<file path="config.mk">
export PLATFORM = sky130hd
export DESIGN_NAME = dragon_spawn_scheduler
export DESIGN_NICKNAME = d
export VERILOG_FILES = /design/src/rtl/dragon_spawn_scheduler_pkg.sv /design/src/rtl/dragon_spawn_scheduler_picker.sv /design/src/rtl/dragon_spawn_scheduler.sv
export SDC_FILE = /design/constraint.sdc
export NUM_CORES = 1
export LEC_CHECK = 0
export BUFFER_PORTS_ARGS = -buffer_cell sky130_fd_sc_hd__clkbuf_2
export CAP_MARGIN = 20
export CORE_UTILIZATION = 58
export CTS_BUF_LIST = sky130_fd_sc_hd__clkbuf_4 sky130_fd_sc_hd__clkbuf_8
export DETAILED_ROUTE_END_ITERATION = 6
export PLACE_DENSITY_LB_ADDON = 0.25
export REMOVE_ABC_BUFFERS = 1
export SETUP_SLACK_MARGIN = 0.02
export SYNTH_ARGS = -nofsm -noshare
export SYNTH_HDL_FRONTEND = slang
export SYNTH_HIERARCHICAL = 1
export SYNTH_SLANG_ARGS = --single-unit
</file>
<file path="constraint.sdc">
create_clock -name clk -period 4.5 [get_ports clk]
set_input_delay 0.225 -clock clk [delete_from_list [all_inputs] [get_ports clk]]
set_output_delay 0.225 -clock clk [all_outputs]
set_load 0.005 [all_outputs]
</file>
<file path="src/rtl/dragon_spawn_scheduler_pkg.sv">
`default_nettype none
// ============================================================================
//  Module      : dragon_sched_pkg
//  Description : Shared types and difficulty tables for the dragon spawn
//                scheduler. Tables are indexed by the 2-bit level (0..3).
//                  WIN_LO / WIN_HI : RNG acceptance window [WIN_LO, WIN_HI)
//                  MAX_ACTIVE      : cap on dragons simultaneously in flight
//                  GAP_FRAMES      : frames of cooldown loaded after a spawn
//  Revision    : 1.0  initial release
// ============================================================================
package dragon_sched_pkg;

    typedef enum logic [1:0] {
        S_COOLDOWN = 2'd0,
        S_ARMED    = 2'd1,
        S_SPAWN    = 2'd2
    } sched_state_t;

    localparam logic [10:0]      WIN_LO     = 11'd500;
    // Packed tables: element [0] is the last item of each concatenation.
    localparam logic [3:0][10:0] WIN_HI     = {11'd800, 11'd700, 11'd620, 11'd560};
    localparam logic [3:0][2:0]  MAX_ACTIVE = {3'd3, 3'd2, 3'd2, 3'd1};
    localparam logic [3:0][7:0]  GAP_FRAMES = {8'd40, 8'd60, 8'd90, 8'd120};

    // Unsigned window test of the random value against the level's window.
    function automatic logic rng_in_window(input logic [10:0] rng,
                                           input logic [1:0]  lvl);
        return (rng >= WIN_LO) && (rng < WIN_HI[lvl]);
    endfunction

endpackage
`default_nettype wire

</file>
<file path="src/rtl/dragon_spawn_scheduler_picker.sv">
`default_nettype none
// ============================================================================
//  Module      : dragon_slot_picker
//  Description : Combinational round-robin finder. Returns the first idle
//                slot scanning upward from (lastSel+1) mod NUM_DRAGONS with
//                wrap-around.
//  Ports       : active  [NUM_DRAGONS] in  - slot busy flags
//                lastSel [SEL_W]       in  - most recently spawned slot
//                sel     [SEL_W]       out - chosen idle slot (0 if none)
//                anyIdle               out - at least one slot is idle
//  Revision    : 1.0  initial release
// ============================================================================
module dragon_slot_picker
    import dragon_sched_pkg::*;
#(
    parameter int NUM_DRAGONS = 3,
    parameter int SEL_W       = 2
)(
    input  logic [NUM_DRAGONS-1:0] active,
    input  logic [SEL_W-1:0]       lastSel,
    output logic [SEL_W-1:0]       sel,
    output logic                   anyIdle
);

    // One extra bit: start + offset reaches at most 2*NUM_DRAGONS-1.
    logic [SEL_W:0]               w_start;
    logic [SEL_W:0]               w_idx;
    logic [2*NUM_DRAGONS-1:0]     w_rot;

    always_comb begin
        w_start = {1'b0, lastSel} + (SEL_W+1)'(1);
        // Doubling the vector turns the wrap-around scan into a plain shift:
        // bit k of w_rot is slot (lastSel+1+k) mod NUM_DRAGONS.
        w_rot   = {active, active} >> w_start;
        w_idx   = '0;
        anyIdle = 1'b0;
        // Scan from the far end so the nearest idle slot is written last.
        for (int k = NUM_DRAGONS - 1; k >= 0; k--) begin
            if (!w_rot[k]) begin
                w_idx   = w_start + (SEL_W+1)'(k);
                anyIdle = 1'b1;
            end
        end
        if (w_idx >= (SEL_W+1)'(NUM_DRAGONS)) begin
            w_idx = w_idx - (SEL_W+1)'(NUM_DRAGONS);
        end
        sel = w_idx[SEL_W-1:0];
    end

endmodule
`default_nettype wire

</file>
<file path="src/rtl/dragon_spawn_scheduler.sv">
`default_nettype none
// ============================================================================
//  Module      : dragon_spawn_scheduler
//  Description : Decides once per frame whether an idle dragon slot is
//                released. Enforces an inter-spawn cooldown, a per-level cap
//                on dragons in flight and an RNG-gated spawn window. Tracks
//                which slots are in flight and keeps saturating spawn/kill
//                totals.
//  Ports       : clk, resetN (async, active-low)
//                startOfFrame  in  one-clk frame pulse
//                pause         in  freezes frame-rate scheduling
//                RNG[10:0]     in  random value, used on frame ticks
//                level[1:0]    in  difficulty level, used on frame ticks
//                dragonDone[N] in  per-slot "left the screen" pulse
//                dragonHit[N]  in  per-slot "killed" pulse
//                spawn[N]      out one-hot unleash pulse
//                active[N]     out slot in flight
//                activeCount   out popcount of active
//                spawnTotal    out saturating spawn count
//                killTotal     out saturating hit count
//  Revision    : 1.0  initial release
// ============================================================================
module dragon_spawn_scheduler
    import dragon_sched_pkg::*;
#(
    parameter int NUM_DRAGONS        = 3,
    parameter int FIRST_DELAY_FRAMES = 60
)(
    input  logic                   clk,
    input  logic                   resetN,
    input  logic                   startOfFrame,
    input  logic                   pause,
    input  logic [10:0]            RNG,
    input  logic [1:0]             level,
    input  logic [NUM_DRAGONS-1:0] dragonDone,
    input  logic [NUM_DRAGONS-1:0] dragonHit,
    output logic [NUM_DRAGONS-1:0] spawn,
    output logic [NUM_DRAGONS-1:0] active,
    output logic [2:0]             activeCount,
    output logic [7:0]             spawnTotal,
    output logic [7:0]             killTotal
);

    localparam int               SEL_W       = (NUM_DRAGONS > 1) ? $clog2(NUM_DRAGONS) : 1;
    localparam logic [2:0]       c_NUM_SLOTS = 3'(NUM_DRAGONS);
    localparam logic [SEL_W-1:0] c_LAST_RST  = SEL_W'(NUM_DRAGONS - 1);
    localparam logic [7:0]       c_FIRST_GAP = 8'(FIRST_DELAY_FRAMES);

    sched_state_t           r_state;
    sched_state_t           w_state_nxt;
    logic [7:0]             r_gapCnt;
    logic [7:0]             w_gap_nxt;
    logic [SEL_W-1:0]       r_lastSel;
    logic [1:0]             r_armLevel;
    logic [NUM_DRAGONS-1:0] r_spawn;
    logic [NUM_DRAGONS-1:0] r_active;
    logic [2:0]             r_activeCount;
    logic [7:0]             r_spawnTotal;
    logic [7:0]             r_killTotal;

    logic                   w_tick;
    logic [2:0]             w_cap;
    logic                   w_armOk;
    logic                   w_arm;
    logic [SEL_W-1:0]       w_sel;
    logic                   w_anyIdle;
    logic [NUM_DRAGONS-1:0] w_setMask;
    logic [NUM_DRAGONS-1:0] w_active_nxt;
    logic [2:0]             w_activeCnt_nxt;
    logic [2:0]             w_hitCnt;
    logic [8:0]             w_killSum;

    dragon_slot_picker #(
        .NUM_DRAGONS (NUM_DRAGONS),
        .SEL_W       (SEL_W)
    ) u_picker (
        .active  (r_active),
        .lastSel (r_lastSel),
        .sel     (w_sel),
        .anyIdle (w_anyIdle)
    );

    assign w_tick  = startOfFrame & ~pause;
    assign w_cap   = (MAX_ACTIVE[level] > c_NUM_SLOTS) ? c_NUM_SLOTS : MAX_ACTIVE[level];
    assign w_armOk = (r_activeCount < w_cap) && w_anyIdle && rng_in_window(RNG, level);

    // ------------------------------------------------------------------
    // Next-state logic. The tick on which the cooldown expires is also the
    // first armed tick, so consecutive spawns are GAP_FRAMES+1 ticks apart.
    // ------------------------------------------------------------------
    always_comb begin
        w_state_nxt = r_state;
        w_gap_nxt   = r_gapCnt;
        w_arm       = 1'b0;
        case (r_state)
            S_COOLDOWN: begin
                if (w_tick) begin
                    if (r_gapCnt != 8'd0) begin
                        w_gap_nxt = r_gapCnt - 8'd1;
                    end else if (w_armOk) begin
                        w_arm       = 1'b1;
                        w_state_nxt = S_SPAWN;
                    end else begin
                        w_state_nxt = S_ARMED;
                    end
                end
            end
            S_ARMED: begin
                if (w_tick && w_armOk) begin
                    w_arm       = 1'b1;
                    w_state_nxt = S_SPAWN;
                end
            end
            S_SPAWN: begin
                // Ticks are not examined here; the pulse clk always completes.
                w_gap_nxt   = GAP_FRAMES[r_armLevel];
                w_state_nxt = S_COOLDOWN;
            end
            default: begin
                w_state_nxt = S_COOLDOWN;
            end
        endcase
    end

    always_ff @(posedge clk or negedge resetN) begin
        if (!resetN) begin
            r_state <= S_COOLDOWN;
        end else begin
            r_state <= w_state_nxt;
        end
    end

    // ------------------------------------------------------------------
    // Slot bookkeeping. The spawn-related registers load on the arming edge
    // so spawn, active[sel] and spawnTotal all change together during the
    // S_SPAWN clk. The set is OR-ed after the clears so it wins a collision.
    // ------------------------------------------------------------------
    always_comb begin
        w_setMask       = w_arm ? (NUM_DRAGONS'(1) << w_sel) : '0;
        w_active_nxt    = (r_active & ~(dragonDone | dragonHit)) | w_setMask;
        w_activeCnt_nxt = '0;
        w_hitCnt        = '0;
        for (int i = 0; i < NUM_DRAGONS; i++) begin
            w_activeCnt_nxt = w_activeCnt_nxt + {2'b00, w_active_nxt[i]};
            w_hitCnt        = w_hitCnt + {2'b00, dragonHit[i]};
        end
        w_killSum = {1'b0, r_killTotal} + {6'b000000, w_hitCnt};
    end

    always_ff @(posedge clk or negedge resetN) begin
        if (!resetN) begin
            r_gapCnt      <= c_FIRST_GAP;
            r_lastSel     <= c_LAST_RST;
            r_armLevel    <= 2'd0;
            r_spawn       <= '0;
            r_active      <= '0;
            r_activeCount <= 3'd0;
            r_spawnTotal  <= 8'd0;
            r_killTotal   <= 8'd0;
        end else begin
            r_gapCnt      <= w_gap_nxt;
            r_spawn       <= w_setMask;
            r_active      <= w_active_nxt;
            r_activeCount <= w_activeCnt_nxt;
            r_killTotal   <= w_killSum[8] ? 8'hFF : w_killSum[7:0];
            if (w_arm) begin
                r_lastSel  <= w_sel;
                r_armLevel <= level;
                if (r_spawnTotal != 8'hFF) begin
                    r_spawnTotal <= r_spawnTotal + 8'd1;
                end
            end
        end
    end

    assign spawn       = r_spawn;
    assign active      = r_active;
    assign activeCount = r_activeCount;
    assign spawnTotal  = r_spawnTotal;
    assign killTotal   = r_killTotal;

endmodule
`default_nettype wire
</file>
# Word-level counts from Yosys, hierarchy flattened
# Cells that the tools add are included.
totals:
  register_bits: 39
  input_bits: 23
  wordCells: 81
  out_inout_bits: 25
op_classes:
  add_sub_neg: 11
  eq_ne: 7
  bitwise: 6
  n_mux: 29
  shift: 2
  n_reduce_logical: 10
  magnitude_cmp: 7
ops:
  columns: ["op", "n"]
  rows:
  - ["8-bit 2-to-1 mux", 4]
  - ["11-bit binary-select mux with 2-bit select", 1]
  - ["3-bit 2-to-1 mux", 6]
  - ["8-bit binary-select mux with 2-bit select", 1]
  - ["8-bit one-hot mux with 2 select lines", 1]
  - ["11-bit by 9-bit >= comparator with 1-bit output (second input constant)", 1]
  - ["11-bit < comparator", 1]
  - ["11-bit 2-to-1 mux", 1]
  - ["2-bit 2-to-1 mux", 5]
  - ["8-bit by 3-bit adder with 9-bit output", 1]
  - ["8-bit by 1-bit adder with 8-bit output (second input constant)", 1]
  - ["2-bit != test (second input constant)", 4]
  - ["8-bit != test (second input constant)", 1]
  - ["8-bit nonzero test", 1]
  - ["8-bit by 1-bit subtractor with 8-bit output (second input constant)", 1]
  - ["1-bit 2-to-1 mux", 7]
  - ["2-bit by 1-bit adder with 3-bit output", 2]
  - ["3-bit binary-select mux with 2-bit select", 1]
  - ["2-bit by 3-bit < comparator with 1-bit output (second input constant)", 2]
  - ["3-bit OR", 2]
  - ["3-bit AND reduction", 2]
  - ["6-bit by 3-bit right shift with 3-bit output", 1]
  - ["1-bit by 1-bit adder with 2-bit output", 2]
  - ["1-bit logical AND", 4]
  - ["other kinds (19)", 19]

# Longest topological paths before layout
# Gate-level depths: netlist of run 1.
logic_depth:
  word_depth: 15
  depth_mapped: 15
  mapped_depth_nobuf: 13

# Hierarchy
# Netlist of run 1, hierarchy kept.
by_module_without_submodules:
  columns: ["module", "instances", "seq_area_each_um2", "cells_per_inst", "area_per_inst_um2"]
  rows:
  - ["dragon_spawn_scheduler", 1, 957.2, 217, 2188.3]
  - ["dragon_slot_picker", 1, 0.0, 54, 422.9]

# Worst setup path after synthesis of run 1
# No wires, ideal clock.
synth_path:
  kind: "register to register"
  from: "register r_lastSel[1]"
  to: "register r_activeCount[0] (netlist: activeCount[0])"
  path_buffers: 2
  arrival_time_ps: 3498
  stages_incl_launch_ff: 16
  path_slack_ps: 888
  synth_period_minus_slack_ps: 3612
  required_ps: 4386
  setup_ps: 114
  cell_sequence: "dfstp_2 buf_2 buf_2 inv_2 ha_1 a221oi_1 or2_1 inv_1 ha_1 a211o_1 nor3_2 mux2i_1 nand2b_1 o21a_1 fa_1 inv_1"
synth_via:
  elab_cells_between_ends: 26
  classes_between: "add/sub (6); order compare (1); shift (2); mux (13); bitwise (1); reduce/logical (3)"
synth_lines:
  columns: ["item", "line_no", "rtl"]
  rows:
  - ["start, declared", "dragon_spawn_scheduler.sv:53", "logic [SEL_W-1:0] r_lastSel;"]
  - ["start signal, assigned", "dragon_spawn_scheduler.sv:153", "r_lastSel <= c_LAST_RST;"]
  - ["start signal, assigned", "dragon_spawn_scheduler.sv:167", "r_lastSel <= w_sel;"]
  - ["2-bit by 1-bit adder with 3-bit output (*)", "dragon_spawn_scheduler_picker.sv:31", "w_start = {1'b0, lastSel} + (SEL_W+1)'(1);"]
  - ["3-bit by 2-bit adder with 3-bit output or 6-bit by 3-bit right shift with 3-bit output (tied branches)", "dragon_spawn_scheduler_picker.sv:40, dragon_spawn_scheduler_picker.sv:34", null]
  - ["3-bit 2-to-1 mux (2 in a row)", "dragon_spawn_scheduler_picker.sv:39", "if (!w_rot[k]) begin"]
  - ["3-bit 2-to-1 mux (*)", "dragon_spawn_scheduler_picker.sv:39", null]
  - ["3-bit by 2-bit >= comparator with 1-bit output or 2-bit subtractor (tied branches)", "dragon_spawn_scheduler_picker.sv:44, dragon_spawn_scheduler_picker.sv:45", null]
  - ["2-bit 2-to-1 mux (*)", "dragon_spawn_scheduler_picker.sv:44", "if (w_idx >= (SEL_W+1)'(NUM_DRAGONS)) begin"]
  - ["named net w_sel[0]", "dragon_spawn_scheduler.sv:65", "logic [SEL_W-1:0] w_sel;"]
  - ["1-bit by 2-bit << shifter with 3-bit output (*)", "dragon_spawn_scheduler.sv:139", "w_setMask = w_arm ? (NUM_DRAGONS'(1) << w_sel) : '0;"]
  - ["3-bit 2-to-1 mux (*)", "dragon_spawn_scheduler.sv:139", null]
  - ["3-bit OR (*)", "dragon_spawn_scheduler.sv:140", "w_active_nxt = (r_active & ~(dragonDone | dragonHit)) | w_setMask;"]
  - ["1-bit by 1-bit adder with 2-bit output", "dragon_spawn_scheduler.sv:144", "w_activeCnt_nxt = w_activeCnt_nxt + {2'b00, w_active_nxt[i]};"]
  - ["2-bit by 1-bit adder with 3-bit output (*)", "dragon_spawn_scheduler.sv:144", null]
  - ["named net w_activeCnt_nxt[0]", "dragon_spawn_scheduler.sv:69", "logic [2:0] w_activeCnt_nxt;"]
  - ["end signal, assigned", "dragon_spawn_scheduler.sv:164", "r_activeCount <= w_activeCnt_nxt;"]
  - ["end, declared", "dragon_spawn_scheduler.sv:57", "logic [2:0] r_activeCount;"]
# The timed path passes the listed nets; every way through them passes the cells marked *.
# A chain may end at the register's enable or synchronous reset.

# Worst setup path in the final report of run 1
layout_path:
  from: "register r_lastSel[0]"
  to: "register r_activeCount[0] (netlist: activeCount[0])"
# Same word-level chain as after synthesis.

==> results of run 1 <==
## through the flow
stage,hold WS (ns),utilization (%)
floorplan,-0.07059,-
global placement,0.3958,64.94
detailed placement,0.4004,64.94
CTS,0.09117,67.13
global route,0.1407,67.13
finish,0.05892,67.13
## area by class of cell
| type | count | share of cell area [%] |
|---|---|---|
| Clock buffer | 7 | 3.082 |
| Clock inverter | 1 | 0.1712 |
| Inverter | 18 | 2.312 |
| Multi-Input combinational cell | 204 | 51.93 |
| Sequential cell | 38 | 32.75 |
| Tap cell | 52 | 2.226 |
| Timing Repair Buffer | 44 | 7.534 |
## registers in the layout, summed over array words and instances (netlist names)
signal       cells
killTotal        8
r_gapCnt         8
spawnTotal       8
active           3
spawn            3
activeCount      2
r_armLevel       2
r_lastSel        2
r_state          2
## worst paths after layout
check,slack [ns],cells after the start,from,to
setup / recovery,0.68,13,r_lastSel[0],activeCount[0]
hold / removal,0.06,1,resetN,r_gapCnt[0]
setup reg to reg,0.68,13,r_lastSel[0],activeCount[0]
hold reg to reg,0.51,1,r_gapCnt[0],r_gapCnt[0]
max in group asynchronous,3.88,1,resetN,r_state[0]
min in group clk,0.23,2,level[1],r_armLevel[1]
## cell usage in the layout, fill, tap and decap left out, types with 2 or more instances in the layout
cell type	synthesis	routed
a21boi_1	2	2
a21oi_1	7	7
a221oi_1	3	3
a31oi_1	2	2
a41oi_1	3	3
and3_1	4	4
clkbuf_2	0	44
clkbuf_8	0	6
dfrtp_1	33	33
dfstp_2	5	5
fa_1	3	3
ha_1	18	18
inv_1	17	17
mux2_2	6	6
mux2i_1	5	5
nand2_1	20	20
nand2b_1	6	6
nand3_1	11	11
nand3b_1	2	2
nand4_1	4	4
nor2_1	19	19
nor2b_1	9	9
nor3_1	7	7
nor3b_1	3	3
nor4_1	2	2
o211ai_1	2	2
o21a_1	3	3
o21ai_0	15	15
o31a_1	2	2
o31ai_1	3	3
xnor2_1	7	7
xor2_1	2	2
## metal layers
layer / wire, um / global-route usage [%] / share of wire, %
met1: 2327 / 28.89 / 47
met2: 2316 / 37.86 / 47
met3: 252 / 5.263 / 5.1
met4: 46 / 6.576 / 0.93
met5: 0 / 0 / 0
## power groups by stage
stage	combinational [mW]	sequential (mW)	clock, mW
2_1_floorplan	0.217	0.513	0
3_3_place_gp	0.304	0.525	0
3_5_place_dp	0.316	0.528	0
4_1_cts	0.320	0.523	0.251
5_1_grt	0.366	0.539	0.265
6_report	0.317	0.524	0.244
## worst max-delay path: stages (launching register included)
cell      delay (ns)
dfrtp_1         0.62
inv_1           0.20
ha_1            0.34
a221oi_1        0.27
or2_1           0.19
inv_1           0.05
ha_1            0.17
a211o_1         0.26
nor3_2          0.27
mux2i_1         0.43
nand2b_1        0.16
o21a_1          0.21
fa_1            0.50
inv_1           0.04
## cell families after synthesis
kind of cell,after synthesis,synth area share (%)
AO/OA/AOI/OAI,57,15.91
XOR/XNOR,9,3.019
adder cells (fa/ha/maj),21,10.93
buffers and inverters,29,5.222
flip-flops,38,36.66
multiplexers,12,4.935
other,1,0.1436
AND/OR/NAND/NOR,104,23.19
==> flow_summary.toml, run 1 <==
[placed_design]
dp_cells = 356
gp_congestion = 0.7716
dp_hpwl_um = 3650
pre_cts_slack_ns = 0.6889
io_buffers = 44
post_dp_cell_area_sq_um = 2828

[sta]
setup_viol = 0
drv_slew = 0
max_freq_mhz = 261.5
fin_tns_setup_ns = 0
hold_viol = 0
finalClockSkew_ns = 0.002083
finalCritPeriodShare_pct = 85.00
finalCriticalPeriod_ns = 3.825
rsz0062_at_grt = "no"
slew_headroom_pct = 39.35
tightest_slew_ns = 0.9098
finalWorstSetupSlack_ns = 0.6752

[final_layout]
antenna_cells = 0
regArea_sq_um = 957.2
areaGrowthSynthToFinish_pct = 11.93
multi_input_area_sq_um = 1518
stdcell_count = 364
nets = 355
final_area_sq_um = 2923
drive_gt1_share_pct = 24.04
n_fill_cell = 353

[logic_synthesis]
synth-edff-count = 0
synth.distinct_cells = 69
synth.yosys.seq_area_share_pct = 36.66
synth_commonest_cells = "dfrtp_1, nand2_1, nor2_1"
syn_avg_cell_area_sq_um = 9.636
yosysWarnings = 6
synth_top_area_share_pct = 31.62
yosys.area.top_type = "dfrtp_1"
yosysMostFrequentCell = "dfrtp_1"
syn_area_sq_um = 2611
async_flop_share_pct = 100.0
synth.area.top_cells = "dfrtp_1, ha_1, dfstp_2, nand2_1, o21ai_0"
ys.flop_type = "dfrtp_1"
syn_inst = 271
synth.ff_latch_count = 38

[route]
wl_um = 4943
firstDrtPassIters = 4
viasPerCell = 5.808
ant_nets = 0
drtIter0Drc = 108
num_vias = 2114
wire_per_inst_um = 13.58
drcViolationCount = 0

[pwr]
cellInternalPower_mw = 0.7157
p_sw_mw = 0.3685
p_leak_nw = 1.416
p_comb_share_pct = 29.2
ir_worst_vdd_mv = 0.3064
p_per_area_nw_per_um2 = 370.9
switching_share_pct = 33.99
finalPower_mw = 1.084
clockPowerShare_pct = 22.5
seqPwrFrac_pct = 48.3

[clock_network]
post_cts_buffers = 0
cts_resized = 0
holdBufCountCts = 0
clk_path_buf_depth = 2
cts_sinks = 38
cts_root_buf = "clkbuf_8"
clk_latency_ns = 0.28
clk_pin_slew_worst_paths_ns = 0.07
cts_buffers = 5
tritoncts = "yes"
htreeDepth = 2

[grt]
grt_overflow = 0
grt_util_all_layers_pct = 22.51
antenna_found_initial = 0
grt_pass1_vias = 2036
grt_max_degree = 39
grt_pass1_wl_um = 8804

[status]
status = "finished, final reports clean"

[floorplanning]
ioPinCount = 48
placementRows = 24
initial_core_util_pct = 59.97
die_w_um = 69.10
dieHeight_um = 69.10
die-area_sq_um = 4775
design.core.area_sq_um = 4354

[critical_path]
end_kind = "flip-flop"
crit_fanout = 16
start_kind = "flip-flop"
required_ns = 4.69
worstPathArrival_ns = 4.01
worstSetupPathType = "flip-flop to flip-flop"

[job]
maxCapViolations = 0

[min_path]
hp-class = "primary input to asynchronous set/reset pin"
No activity file was read; power rests on OpenSTA's default activity.
==> inputs of run 2 (changes only) <==
==> constraint.sdc (replaced) <==
create_clock -name clk -period 3.7 [get_ports clk]
set_input_delay 0.185 -clock clk [delete_from_list [all_inputs] [get_ports clk]]
set_output_delay 0.185 -clock clk [all_outputs]
set_load 0.005 [all_outputs]
==> run 2 against run 1 <==
Net effect: clock power increased by 23%; cell area increased by 3.3%; global-route usage increased by 1.1 points; clock skew increased by 0.0072 ns; critical path depth unchanged; hold slack got worse by 0.047 ns; highest routed layer unchanged; sequential share of layout area decreased by 0.99 points; count of clock-buffer cells in the layout unchanged; die area unchanged; combinational power increased by 26%; total power increased by 23%; setup slack got worse by 0.49 ns.
==> flow_summary.toml, run 2 (synthesis results as in run 1) <==
[pwr]
p_leak_nw = 1.469
seqPwrFrac_pct = 47.6
p_comb_share_pct = 30.0
p_per_area_nw_per_um2 = 442.9
cellInternalPower_mw = 0.8808
clockPowerShare_pct = 22.4
p_sw_mw = 0.4557
switching_share_pct = 34.10
ir_worst_vdd_mv = 0.3638

[grt]
grt_util_all_layers_pct = 23.63
grt_pass1_wl_um = 9190
busiest_layer = "met2"
grt_pass1_vias = 2142
grt_max_degree = 39
met2_usage_pct = 39.27
antenna_found_initial = 0
grt_overflow = 0
use_met3_pct = 3.947
grt_util_met1_pct = 30.62

[final_layout]
n_fill_cell = 330
nets = 365
areaGrowthSynthToFinish_pct = 15.57
layout_commonest_cell = "clkbuf_2"
drive_gt1_share_pct = 27.02
final_area_sq_um = 3018
antenna_cells = 0
final_cell_mix = "clkbuf_2, dfrtp_1, nand2_1"

[route]
wire_per_inst_um = 13.93
wl_um = 5210
drcViolationCount = 0
ant_nets = 0
num_vias = 2185
viasPerCell = 5.842
firstDrtPassIters = 4
drtIter0Drc = 146

[clock_network]
clk_pin_slew_worst_paths_ns = 0.08
clk_path_buf_depth = 2
tritoncts = "yes"
holdBufCountCts = 0
cts_sinks = 38
htreeDepth = 2
clk_latency_ns = 0.29
cts_buffers = 5
cts_root_buf = "clkbuf_8"

[sta]
drv_slew = 0
tightest_slew_ns = 0.9129
setup_viol = 0
finalCriticalPeriod_ns = 3.514
finalCritPeriodShare_pct = 94.98
max_freq_mhz = 284.6
hold_ws_ns = 0.01213
slew_headroom_pct = 39.14
finalClockSkew_ns = 0.009300
hold_viol = 0

[floorplanning]
initial_core_util_pct = 59.97
die-area_sq_um = 4775
placementRows = 24
die_w_um = 69.10
dieHeight_um = 69.10
ioPinCount = 48
design.core.area_sq_um = 4354

[placed_design]
gp_congestion = 0.8553
dp_hpwl_um = 3857
post_dp_cell_area_sq_um = 2873
io_buffers = 44

[min_path]
hp-class = "primary input to asynchronous set/reset pin"

[critical_path]
end_kind = "flip-flop"
worstSetupPathType = "flip-flop to flip-flop"
crit_fanout = 7
worstPathArrival_ns = 3.70
start_kind = "flip-flop"
required_ns = 3.89
rrSetupSlack_ns = 0.19

[job]
maxCapViolations = 0

[status]
status = "finished, final reports clean"
run 2: layer usage:
| metal | vias up | wire, um |
|---|---|---|
| li1 | 1071 | - |
| met1 | 1033 | 2384 |
| met2 | 71 | 2456 |
| met3 | 10 | 285 |
| met4 | 0 | 83 |
| met5 | - | 0 |
run 2: final cells by class:
type                    count  area [sq um]  share of cell area (%)
well taps                  52         65.06                   2.156
clock inverters             1         5.005                  0.1658
inverters                  18         67.56                   2.239
repair buffers             54         295.3                   9.784
flip-flops and latches     38         958.4                   31.76
clock buffers               7         90.09                   2.985
multi-input cells         204          1536                   50.91
run 2: power groups by stage:
stage	Clock [mW]	Sequential, mW	Combinational (mW)
floorplan	0	0.624	0.263
global placement	0	0.638	0.375
detailed placement	0	0.641	0.392
CTS	0.305	0.635	0.395
global route	0.317	0.654	0.466
finish	0.299	0.636	0.401
run 2: repair_timing:
action | 4_1_cts | 5_1_grt
endpoints found under the hold margin | 0 | 0
resized for setup | 0 | 4
setup buffers | 0 | 4
endpoints found under the setup margin | 0 | 2
run 2: final timing paths:
path	startpoint	end	depth (start not counted)
max reg2reg	r_lastSel[1]	activeCount[0]	13
max in group asynchronous	resetN	r_lastSel[0]	1
min in group clk	dragonDone[0]	active[0]	4
max	r_lastSel[1]	activeCount[0]	13
min reg2reg	r_gapCnt[0]	r_gapCnt[0]	1
min	resetN	r_armLevel[0]	1
run 2: metrics by stage:
stage | instances | TNS, ns | setup WS, ns | utilization, % | total power [mW]
after floorplan | 260 | 0 | 0.2625 | - | 0.8873
after global placement | 362 | 0 | 0.2201 | 65.98 | 1.013
after detailed placement | 362 | 0 | 0.1571 | 65.98 | 1.033
after CTS | 370 | 0 | 0.1316 | 68.16 | 1.336
after global routing | 374 | -0.007984 | -0.007984 | 69.31 | 1.437
final | 374 | 0 | 0.1859 | 69.31 | 1.336
run 2: critical path: stages (launching register included):
cell and delay (ns):
dfstp_2 0.60, inv_2 0.06, ha_1 0.28, a221oi_1 0.28, or2_1 0.20, inv_1 0.06, ha_1 0.18, a211o_1 0.28
nor4_2 0.35, a2bb2oi_2 0.29, nand2b_1 0.13, o21a_1 0.19, fa_1 0.47, inv_1 0.04
